**src/rtl/cnn_window_gen_if.sv**
```systemverilog
// Pixel stream in, packed convolution window out.
// The window generator itself uses the slave side.
interface cnn_window_gen_if #(
    parameter int KX     = 5,
    parameter int KY     = 5,
    parameter int I_F_BW = 8,
    parameter int IMG_W  = 28,
    parameter int IMG_H  = 28
);
    localparam int CW = ($clog2(IMG_W) < 1) ? 1 : $clog2(IMG_W);
    localparam int RW = ($clog2(IMG_H) < 1) ? 1 : $clog2(IMG_H);

    logic                       i_in_valid;
    logic [I_F_BW-1:0]          i_in_pixel;
    logic                       o_ot_valid;
    logic [KX*KY*I_F_BW-1:0]    o_ot_fmap;
    logic [CW-1:0]              o_ot_x;
    logic [RW-1:0]              o_ot_y;
    logic                       o_ot_frame_done;

    modport master (
        output i_in_valid, i_in_pixel,
        input  o_ot_valid, o_ot_fmap, o_ot_x, o_ot_y, o_ot_frame_done
    );

    modport slave (
        input  i_in_valid, i_in_pixel,
        output o_ot_valid, o_ot_fmap, o_ot_x, o_ot_y, o_ot_frame_done
    );
endinterface

```
**src/rtl/cnn_window_gen.sv**
```systemverilog
// Streaming KY x KX sliding-window generator for the CNN kernel.
// Line-buffer delay chain plus a window register array; no padding.
module cnn_window_gen #(
    parameter int KX     = 5,
    parameter int KY     = 5,
    parameter int I_F_BW = 8,
    parameter int IMG_W  = 28,
    parameter int IMG_H  = 28
) (
    input  logic            clk,
    input  logic            reset,
    cnn_window_gen_if.slave bus
);
    localparam int CW = ($clog2(IMG_W) < 1) ? 1 : $clog2(IMG_W);
    localparam int RW = ($clog2(IMG_H) < 1) ? 1 : $clog2(IMG_H);
    localparam int FW = KX * KY * I_F_BW;

    localparam logic [CW-1:0] COL_LAST = CW'(IMG_W - 1);
    localparam logic [CW-1:0] COL_K    = CW'(KX - 1);
    localparam logic [RW-1:0] ROW_LAST = RW'(IMG_H - 1);
    localparam logic [RW-1:0] ROW_K    = RW'(KY - 1);

    logic [CW-1:0]     col;
    logic [RW-1:0]     row;
    logic [I_F_BW-1:0] lb      [KY-1][IMG_W];
    logic [I_F_BW-1:0] win     [KY][KX];
    logic [I_F_BW-1:0] win_nxt [KY][KX];
    logic [FW-1:0]     fmap_nxt;
    logic              accept;
    logic              col_end;
    logic              row_end;
    logic              fits;

    assign accept  = bus.i_in_valid;
    assign col_end = (col == COL_LAST);
    assign row_end = (row == ROW_LAST);
    assign fits    = (row >= ROW_K) && (col >= COL_K);

    // Rightmost column: oldest line buffer on top, live pixel at the bottom.
    always_comb begin
        for (int ky = 0; ky < KY; ky++) begin
            for (int kx = 0; kx < KX; kx++) begin
                win_nxt[ky][kx] = '0;
            end
        end
        for (int ky = 0; ky < KY; ky++) begin
            for (int kx = 0; kx < KX - 1; kx++) begin
                win_nxt[ky][kx] = win[ky][kx+1];
            end
        end
        for (int ky = 0; ky < KY - 1; ky++) begin
            win_nxt[ky][KX-1] = lb[KY-2-ky][col];
        end
        win_nxt[KY-1][KX-1] = bus.i_in_pixel;
    end

    always_comb begin
        fmap_nxt = '0;
        for (int ky = 0; ky < KY; ky++) begin
            for (int kx = 0; kx < KX; kx++) begin
                fmap_nxt[(ky*KX+kx)*I_F_BW +: I_F_BW] = win_nxt[ky][kx];
            end
        end
    end

    // Storage only; stale contents are flushed before row KY-1 of any frame.
    always_ff @(posedge clk) begin
        if (!reset && accept) begin
            lb[0][col] <= bus.i_in_pixel;
            for (int k = 1; k < KY - 1; k++) begin
                lb[k][col] <= lb[k-1][col];
            end
        end
    end

    always_ff @(posedge clk) begin
        if (reset) begin
            col                 <= '0;
            row                 <= '0;
            bus.o_ot_valid      <= 1'b0;
            bus.o_ot_fmap       <= '0;
            bus.o_ot_x          <= '0;
            bus.o_ot_y          <= '0;
            bus.o_ot_frame_done <= 1'b0;
            for (int ky = 0; ky < KY; ky++) begin
                for (int kx = 0; kx < KX; kx++) begin
                    win[ky][kx] <= '0;
                end
            end
        end else begin
            bus.o_ot_valid      <= accept && fits;
            bus.o_ot_frame_done <= accept && col_end && row_end;
            if (accept) begin
                win <= win_nxt;
                col <= col_end ? '0 : col + 1'b1;
                if (col_end) begin
                    row <= row_end ? '0 : row + 1'b1;
                end
                if (fits) begin
                    bus.o_ot_fmap <= fmap_nxt;
                    bus.o_ot_x    <= col - COL_K;
                    bus.o_ot_y    <= row - ROW_K;
                end
            end
        end
    end
endmodule

```
**src/flat_wrapper.sv**
```systemverilog
// flat-port wrapper written by rule: the top's interface ports become plain ports
module cnn_window_gen_flat 
#(
    parameter int KX     = 5,
    parameter int KY     = 5,
    parameter int I_F_BW = 8,
    parameter int IMG_W  = 28,
    parameter int IMG_H  = 28
)
  (clk, reset, bus_i_in_valid, bus_i_in_pixel, bus_o_ot_valid, bus_o_ot_fmap, bus_o_ot_x, bus_o_ot_y, bus_o_ot_frame_done);
  cnn_window_gen_if #(.KX(KX), .KY(KY), .I_F_BW(I_F_BW), .IMG_W(IMG_W), .IMG_H(IMG_H)) bus_i ();
  input  logic clk;
  input  logic reset;
  input wire logic [$bits(bus_i.i_in_valid)-1:0] bus_i_in_valid;
  input wire logic [$bits(bus_i.i_in_pixel)-1:0] bus_i_in_pixel;
  output wire logic [$bits(bus_i.o_ot_valid)-1:0] bus_o_ot_valid;
  output wire logic [$bits(bus_i.o_ot_fmap)-1:0] bus_o_ot_fmap;
  output wire logic [$bits(bus_i.o_ot_x)-1:0] bus_o_ot_x;
  output wire logic [$bits(bus_i.o_ot_y)-1:0] bus_o_ot_y;
  output wire logic [$bits(bus_i.o_ot_frame_done)-1:0] bus_o_ot_frame_done;
  assign bus_i.i_in_valid = bus_i_in_valid;
  assign bus_i.i_in_pixel = bus_i_in_pixel;
  assign bus_o_ot_valid = bus_i.o_ot_valid;
  assign bus_o_ot_fmap = bus_i.o_ot_fmap;
  assign bus_o_ot_x = bus_i.o_ot_x;
  assign bus_o_ot_y = bus_i.o_ot_y;
  assign bus_o_ot_frame_done = bus_i.o_ot_frame_done;
  cnn_window_gen #(.KX(KX), .KY(KY), .I_F_BW(I_F_BW), .IMG_W(IMG_W), .IMG_H(IMG_H)) u_core (.clk(clk), .reset(reset), .bus(bus_i));
endmodule
```
**config.mk**
```make
export PLATFORM = sky130hd
export DESIGN_NAME = cnn_window_gen_flat
export DESIGN_NICKNAME = d
export VERILOG_FILES = /design/src/rtl/cnn_window_gen_if.sv /design/src/rtl/cnn_window_gen.sv /design/src/flat_wrapper.sv
export SDC_FILE = /design/constraint.sdc
export NUM_CORES = 1
export LEC_CHECK = 0
export CAP_MARGIN = 20
export CORE_ASPECT_RATIO = 0.8
export CORE_UTILIZATION = 50
export DETAILED_ROUTE_END_ITERATION = 6
export DONT_BUFFER_PORTS = 1
export SLEW_MARGIN = 20
export SYNTH_ARGS = -nofsm -noshare
export SYNTH_HDL_FRONTEND = slang
export SYNTH_SLANG_ARGS = --single-unit
```
**constraint.sdc**
```tcl
create_clock -name clk -period 8.1 [get_ports clk]
set_input_delay 1.62 -clock clk [delete_from_list [all_inputs] [get_ports clk]]
set_output_delay 1.62 -clock clk [all_outputs]
set_load 0.02 [all_outputs]
```
Yosys cells after proc, flatten, opt, wreduce, memory -nomap -nowiden. Memories as Yosys holds them, arrays and structs flattened. Cells that the tools add are included.

Output and inout port bits: 212. Input bits: 11. Flip-flop bits (word level): 382. Memories: 1. Word-level logic and storage cells: 66. Memory bits (writable): 896.

Memories: u_core.lb (depth 4, bits a word 224, rd ports 4, clocked after memory_dff 0, write ports 4, line cnn_window_gen.sv:25) `logic [I_F_BW-1:0] lb [KY-1][IMG_W];`.

Eq/ne operators: 2. $lt $le $gt $ge: 4. Bitwise logic cells: 1. Reduce and logical (&&, ||, !) cells: 9. Muxes and demuxes: 18. Add/sub/neg operators: 4.

Operators by type and width (number): $mux 224 (1); $bmux 8 s5 (4); $mux 8 (9); $demux 8 s5 (1); $add 5x1->5 const B (2); $eq 5x5->1 const B (2); $ge 5x3->1 const B (2); $mux 5 (2); $sub 5x3->5 const B (2); $ge 6x6->1 const B (1); $logic_and 1x1->1 (6); $lt 6x1->1 const B (1); $not 5->6 (1); $reduce_and 2->1 (2); $logic_not 1->1 (1); $mux 1 (1).

Logic depth before layout (Yosys ltp). Gate-level depths: netlist (run 1).

Word-level depth: 6. Depth in mapped cells: 12. Gate-level depth less buffers: 7.

Worst setup path before layout (run 1). OpenSTA, ideal clock, no wires.

Path type: input -> register. From: in bus_i_in_valid. To: mem u_core.lb[0][104] (netlist bit), enable pin. Setup time: 0.421 ns. Path buffers: 2. Slack: 3.894 ns. Data arrival time: 3.784 ns. Stages on the path: 5. Required time: 7.679 ns. Cell sequence: clkbuf_1 clkbuf_1 nor2b_1 nand2_1 nor2_1.

RTL lines: start: declaration (line flat_wrapper.sv:14) `input wire logic [$bits(bus_i.i_in_valid)-1:0] bus_i_in_valid;`; end: declaration (line cnn_window_gen.sv:25).

==> results.py, run 1 <==
metrics = {
    "outcome": {
        "status": "finished, final reports clean",
    },
    "pwr": {
        "ir_worst_vdd_mv": 0.186,
        "p_sw_uw": 2760,
        "power_density_nw_per_um2": 250,
        "power_frac_seq": 0.541,
        "switching_share": 0.208,
        "p_clk_frac": 0.417,
        "internal-power_uw": 10500,
        "total_power_uw": 13300,
        "p_comb_frac": 0.042,
        "power.leakage_uw": 0.0171,
    },
    "cells_and_area": {
        "layout_common_cells": "896 x edfxtp_1, 483 x mux2i_1, 380 x dfxtp_1",
        "multi_input_area_um2": 12500,
        "fin_nets": 3243,
        "drive_above_1_share": 0.115,
        "area_growth_pct": 10.7,
        "antenna_cells": 0,
        "final_common_cell": "edfxtp_1",
        "layout.cells.non_filler": 4604,
        "seqCellArea_um2": 34600,
        "n_fill_cell": 7564,
    },
    "grt": {
        "grt_pass1_wl_mm": 174,
        "antenna_found_initial": 1,
        "grt_pass1_vias": 26023,
        "grtUsageTotal": 0.244,
        "overflow": 0,
        "grt_max_degree": 383,
    },
    "cts": {
        "cts_made_buffers": 117,
        "insertion_delay_ns": 0.69,
        "post_cts_buffers": 0,
        "cts-root-buf": "clkbuf_16",
        "cts_tree": "yes",
        "cts_hold_buf": 0,
        "cts-resized-gates": 0,
        "cts-htree-levels": 3,
        "cts_sinks": 1278,
        "clk_pin_slew_worst_paths_ns": 0.07,
        "clockBufferDepth": 3,
    },
    "job": {
        "drv_cap": 0,
    },
    "route": {
        "wire_per_inst_um": 26.1,
        "post_drt_via_cell_ratio": 5.84,
        "dr.pass1.iters": 5,
        "wirelength_mm": 120,
        "drc_errors": 0,
        "drt_iter0_markers": 2860,
        "drtAntennaViolNets": 0,
        "vias": 26886,
    },
    "sta": {
        "slew_viol_final": 0,
        "finClkSkew_ns": 0.0220,
        "worst_pin_slew_ns": 1.28,
        "slew_headroom": 0.143,
        "rsz0062_at_grt": "false",
        "setup_violations": 0,
        "layout_worst_path_cycle_share": 0.540,
        "hold_viol_final": 0,
        "max_freq_mhz": 229,
        "setup_tns_ns": 0,
        "layout_min_cycle_time_ns": 4.37,
    },
    "floorplan": {
        "fp-row-count": 101,
        "die_h_um": 279,
        "pin_count": 223,
        "start_util": 0.505,
        "core_region_area_um2": 95000,
        "die_area_um2": 97200,
        "die_w_um": 348,
    },
    "worst_setup_path": {
        "crit_fanout": 38,
        "critPathKind": "reg2reg",
        "cp-startpoint": "u_core.col[0]",
        "crit_path_end_kind": "flop",
        "r2r_end": "u_core.lb[3][38]",
        "critPathRequiredTime_ns": 8.37,
        "arrival_ns": 4.64,
        "r2r_cells": 6,
        "rr_startpoint": "u_core.col[0]",
        "r2r_slack_ns": 3.73,
        "cp-start-kind": "flop",
    },
    "synth": {
        "async_flop_share": 0,
        "syn_inst": 3252,
        "synth-edff-count": 896,
        "synth_area_leaders": "edfxtp_1 56%, dfxtp_1 16%, mux2i_1 10%",
        "ys_seq_area_frac": 0.720,
        "synth_cell_types": 56,
        "syn_nets": 3277,
        "ys_ff_latch": 1278,
        "synth_top_area_frac": 0.561,
        "netlist_area_um2": 48000,
        "ys.flop_type": "edfxtp_1",
        "yosysWarnings": 0,
        "yosysTopAreaCell": "edfxtp_1",
        "avgSynthCellArea_um2": 14.8,
    },
    "place": {
        "place_inst": 4385,
        "dp_hpwl_mm": 69.9,
        "gp_congestion": 0.796,
        "port_buffers": 0,
    },
    "hold_path": {
        "hold_class": "reg2reg",
        "hold_depth": 2,
        "hold-path-endpoint": "u_core.bus.o_ot_fmap[42]",
        "min_from": "u_core.fmap_nxt[42]",
    },
}
-- worst max-delay path by stage --
stage | endpoint | slack [ns] | depth (start not counted)
3_5_place_dp | u_core.lb[3][22] | 3.71 | 6
3_3_place_gp | u_core.lb[3][166] | 3.79 | 6
6_report | u_core.lb[3][38] | 3.73 | 6
5_1_grt | u_core.lb[3][214] | 3.52 | 6
2_1_floorplan | u_core.lb[0][104] | 3.89 | 5
4_1_cts | u_core.lb[3][38] | 3.67 | 6
-- routing by layer --
metal	global-route usage	vias to the layer above	part of all wire
li1	-	12084	-
met1	0.347	13762	0.44
met2	0.384	861	0.47
met3	0.0418	179	0.067
met4	0.0766	0	0.030
met5	0	-	0
-- per-stage QoR --
| stage | worst slack (ns) | instance area, um^2 | hold slack (ns) | util |
|---|---|---|---|---|
| final | 3.73 | 53100 | 0.448 | 0.559 |
| after floorplan | 3.89 | 48000 | 0.431 | - |
| after global routing | 3.52 | 53100 | 0.479 | 0.559 |
| after detailed placement | 3.71 | 49200 | 0.439 | 0.518 |
| after CTS | 3.67 | 53100 | 0.449 | 0.559 |
| after global placement | 3.79 | 49200 | 0.440 | 0.518 |
-- worst max-delay path, stage by stage (launching register included) --
cell	delay (ns)
dfxtp_4	0.76
or4b_1	0.74
buf_4	0.50
o22ai_1	0.16
or4_1	0.57
nor2_1	0.60
inv_1	0.57
-- flip-flops by register name, summed over array words and instances (netlist names) --
signal and count:
u_core.fmap_nxt 160, u_core.bus.o_ot_fmap 200, u_core.bus.o_ot_valid 1, u_core.bus.o_ot_y 5, u_core.col 5, u_core.bus.o_ot_frame_done 1
u_core.bus.o_ot_x 5, u_core.lb 896, u_core.row 5
-- synthesized netlist by cell type (all sizes together) (10+ instances only) --
master  number
edfxtp     896
mux2i      483
dfxtp      382
nand2      368
nor2       259
a21oi      180
o22ai      155
buf        123
clkbuf      87
a211oi      64
mux4        47
inv         33
a22oi       27
a211o       20
or4         18
nand3       15
and3        14
ha          14
nor4        10
-- layout make-up --
type / instances / area share
multi-input combinational: 1731 / 0.235
timing repair buffer: 57 / 0.00876
clock buffer: 150 / 0.0608
inverter: 33 / 0.00233
sequential: 1278 / 0.651
clock inverter: 68 / 0.0122
tap: 1287 / 0.0303
-- power by group through the flow --
stage	Sequential [uW]	Clock, uW	Combinational (uW)
final	7180	5530	562
after global placement	7310	0	543
after global routing	7180	5850	599
after detailed placement	7320	0	561
after floorplan	7290	0	454
after CTS	7180	5600	562
-- cell families after synthesis --
| logic type | share of synthesized area |
|---|---|
| flip-flops | 0.720 |
| AND/OR/NAND/NOR | 0.0642 |
| multiplexers | 0.123 |
| AO/OA/AOI/OAI | 0.0635 |
| buffers and inverters | 0.0252 |
| adder cells (fa/ha/maj) | 0.00365 |
| XOR/XNOR | 0.000548 |
No activity file was read; power rests on OpenSTA's default activity.
==> run 2, diff against run 1 <==
==> constraint.sdc (replaced) <==
create_clock -name clk -period 4.1 [get_ports clk]
set_input_delay 0.82 -clock clk [delete_from_list [all_inputs] [get_ports clk]]
set_output_delay 0.82 -clock clk [all_outputs]
set_load 0.02 [all_outputs]
==> run 2 against run 1 <==
Net effect: sequential power grew 98%; register-to-register slack worse by 2.9 ns; cell area up 1.3%; clock skew increased by 0.0085 ns; hold slack worse by 0.26 ns; routed wire length increased by 6.8%; power up 97%; die area unchanged.
==> results.py, run 2 (synthesis gave the netlist of run 1 again) <==
metrics = {
    "outcome": {
        "status": "finished, final reports clean",
    },
    "sta": {
        "slew_headroom": 0.261,
        "setup_ws_ns": 0.814,
        "layout_min_cycle_time_ns": 3.29,
        "slew_viol_final": 0,
        "finClkSkew_ns": 0.0305,
        "setup_violations": 0,
        "hold_viol_final": 0,
        "max_freq_mhz": 304,
        "layout_worst_path_cycle_share": 0.801,
        "rsz0062_at_grt": "false",
        "worst_pin_slew_ns": 1.11,
        "setup_tns_ns": 0,
    },
    "worst_setup_path": {
        "path_buf_inv": 3,
        "critPathRequiredTime_ns": 4.44,
        "crit_chain": "buf_4 > buf_4 > mux2i_1 > o22ai_1 > nor4_1 > and3_4 > inv_1",
        "crit_top_cell": "buf_4",
        "arrival_ns": 3.63,
        "cp-start-kind": "flop",
        "crit_fanout": 28,
        "rr_startpoint": "u_core.col[1]",
        "crit_path_end_kind": "flop",
        "cp_top_family": "buffers and inverters",
        "crit_cells": 7,
        "r2r_end": "u_core.lb[2][173]",
        "max_stage_delay_ns": 0.57,
        "r2r_cells": 7,
        "critPathKind": "reg2reg",
        "r2r_slack_ns": 0.81,
        "crit_slowest_cell": "dfxtp_4",
    },
    "pwr": {
        "p_clk_frac": 0.412,
        "power_frac_seq": 0.544,
        "internal-power_uw": 20500,
        "total_power_uw": 26100,
        "p_comb_frac": 0.044,
        "power.leakage_uw": 0.0175,
        "ir_worst_vdd_mv": 0.351,
        "p_sw_uw": 5580,
        "power_density_nw_per_um2": 485,
        "switching_share": 0.214,
    },
    "floorplan": {
        "pin_count": 223,
        "die_w_um": 348,
        "fp-row-count": 101,
        "start_util": 0.505,
        "die_h_um": 279,
        "die_area_um2": 97200,
        "core_region_area_um2": 95000,
    },
    "cts": {
        "clockBufferDepth": 3,
        "insertion_delay_ns": 0.73,
        "cts_sinks": 1278,
        "cts-htree-levels": 3,
        "clk_pin_slew_worst_paths_ns": 0.07,
        "cts_hold_buf": 0,
        "cts_made_buffers": 117,
        "cts_tree": "yes",
        "post_cts_buffers": 0,
        "cts-resized-gates": 0,
        "cts-root-buf": "clkbuf_16",
    },
    "grt": {
        "grt_pass1_wl_mm": 185,
        "overflow": 0,
        "grt_pass1_vias": 26533,
        "grt_max_degree": 383,
        "grtUsageTotal": 0.262,
        "antenna_found_initial": 2,
    },
    "route": {
        "drt_iter0_markers": 3049,
        "drc_errors": 0,
        "vias": 27612,
        "wire_per_inst_um": 27.5,
        "wirelength_mm": 129,
        "post_drt_via_cell_ratio": 5.92,
        "dr.pass1.iters": 5,
        "drtAntennaViolNets": 0,
    },
    "cells_and_area": {
        "fin_nets": 3305,
        "area_growth_pct": 12.1,
        "fin_util": 0.566,
        "final_common_cell": "edfxtp_1",
        "layout_common_cells": "896 x edfxtp_1, 483 x mux2i_1, 380 x dfxtp_1",
        "n_fill_cell": 7523,
        "top_register": "u_core.lb",
        "drive_above_1_share": 0.133,
        "largest_reg_flops": 896,
        "fin_area_um2": 53800,
    },
    "place": {
        "dpl-instance-area_um2": 49900,
        "dp_hpwl_mm": 76.8,
        "gp_congestion": 0.835,
        "pre_cts_ws_ns": 0.831,
        "port_buffers": 0,
    },
    "hold_path": {
        "min_from": "reset",
        "hold_depth": 1,
        "hold_class": "in2reg",
        "hold-path-endpoint": "u_core.bus.o_ot_fmap[98]",
    },
    "job": {
        "drv_cap": 0,
    },
}
-- run 2: changes by cell type in the layout (fill, tap and decap cells not counted), sizes merged --
cell,change
clkinvlp,-7
clkinv,-13
clkbuf,+26
diode,+2
bufinv,-11
buf,+62
inv,+5
-- run 2: metrics by stage --
stage,instances,hold WS [ns]
4_1_cts,4665,0.126
5_1_grt,4666,0.141
2_1_floorplan,3252,0.431
6_report,4668,0.184
3_3_place_gp,4447,0.440
3_5_place_dp,4447,0.445
-- run 2: cell type report --
type                       instances  area (um^2)  share of cell area
multi-input combinational       1731        12500               0.232
clock buffer                     176         3530              0.0655
antenna                            2         5.00           0.0000930
sequential                      1278        34600               0.642
clock inverter                    42          300             0.00558
inverter                          33          124             0.00230
timing repair buffer             119         1190              0.0221
tap                             1287         1610              0.0299
-- run 2: layer usage --
layer | up-vias | global-route usage | part of all wire
met4 | 0 | 0.0888 | 0.033
met3 | 220 | 0.0437 | 0.071
met1 | 14171 | 0.368 | 0.42
li1 | 12225 | - | -
met2 | 996 | 0.417 | 0.47
met5 | - | 0 | 0
-- run 2: power by group through the flow --
stage / clock network, uW / registers [uW] / logic, uW
floorplan: 0 / 14400 / 896
global placement: 0 / 14400 / 1110
detailed placement: 0 / 14500 / 1150
CTS: 10900 / 14200 / 1150
global route: 11400 / 14200 / 1230
finish: 10700 / 14200 / 1160
-- run 2: how the worst max path moves through the flow --
| stage | slack (ns) | to | startpoint |
|---|---|---|---|
| after floorplan | 0.69 | u_core.lb[0][104] | bus_i_in_valid |
| after global placement | 0.97 | u_core.lb[2][117] | u_core.col[1] |
| after detailed placement | 0.83 | u_core.lb[2][78] | u_core.col[0] |
| after CTS | 0.87 | u_core.lb[3][5] | u_core.col[4] |
| after global routing | 0.68 | u_core.lb[2][173] | u_core.col[1] |
| final | 0.81 | u_core.lb[2][173] | u_core.col[1] |
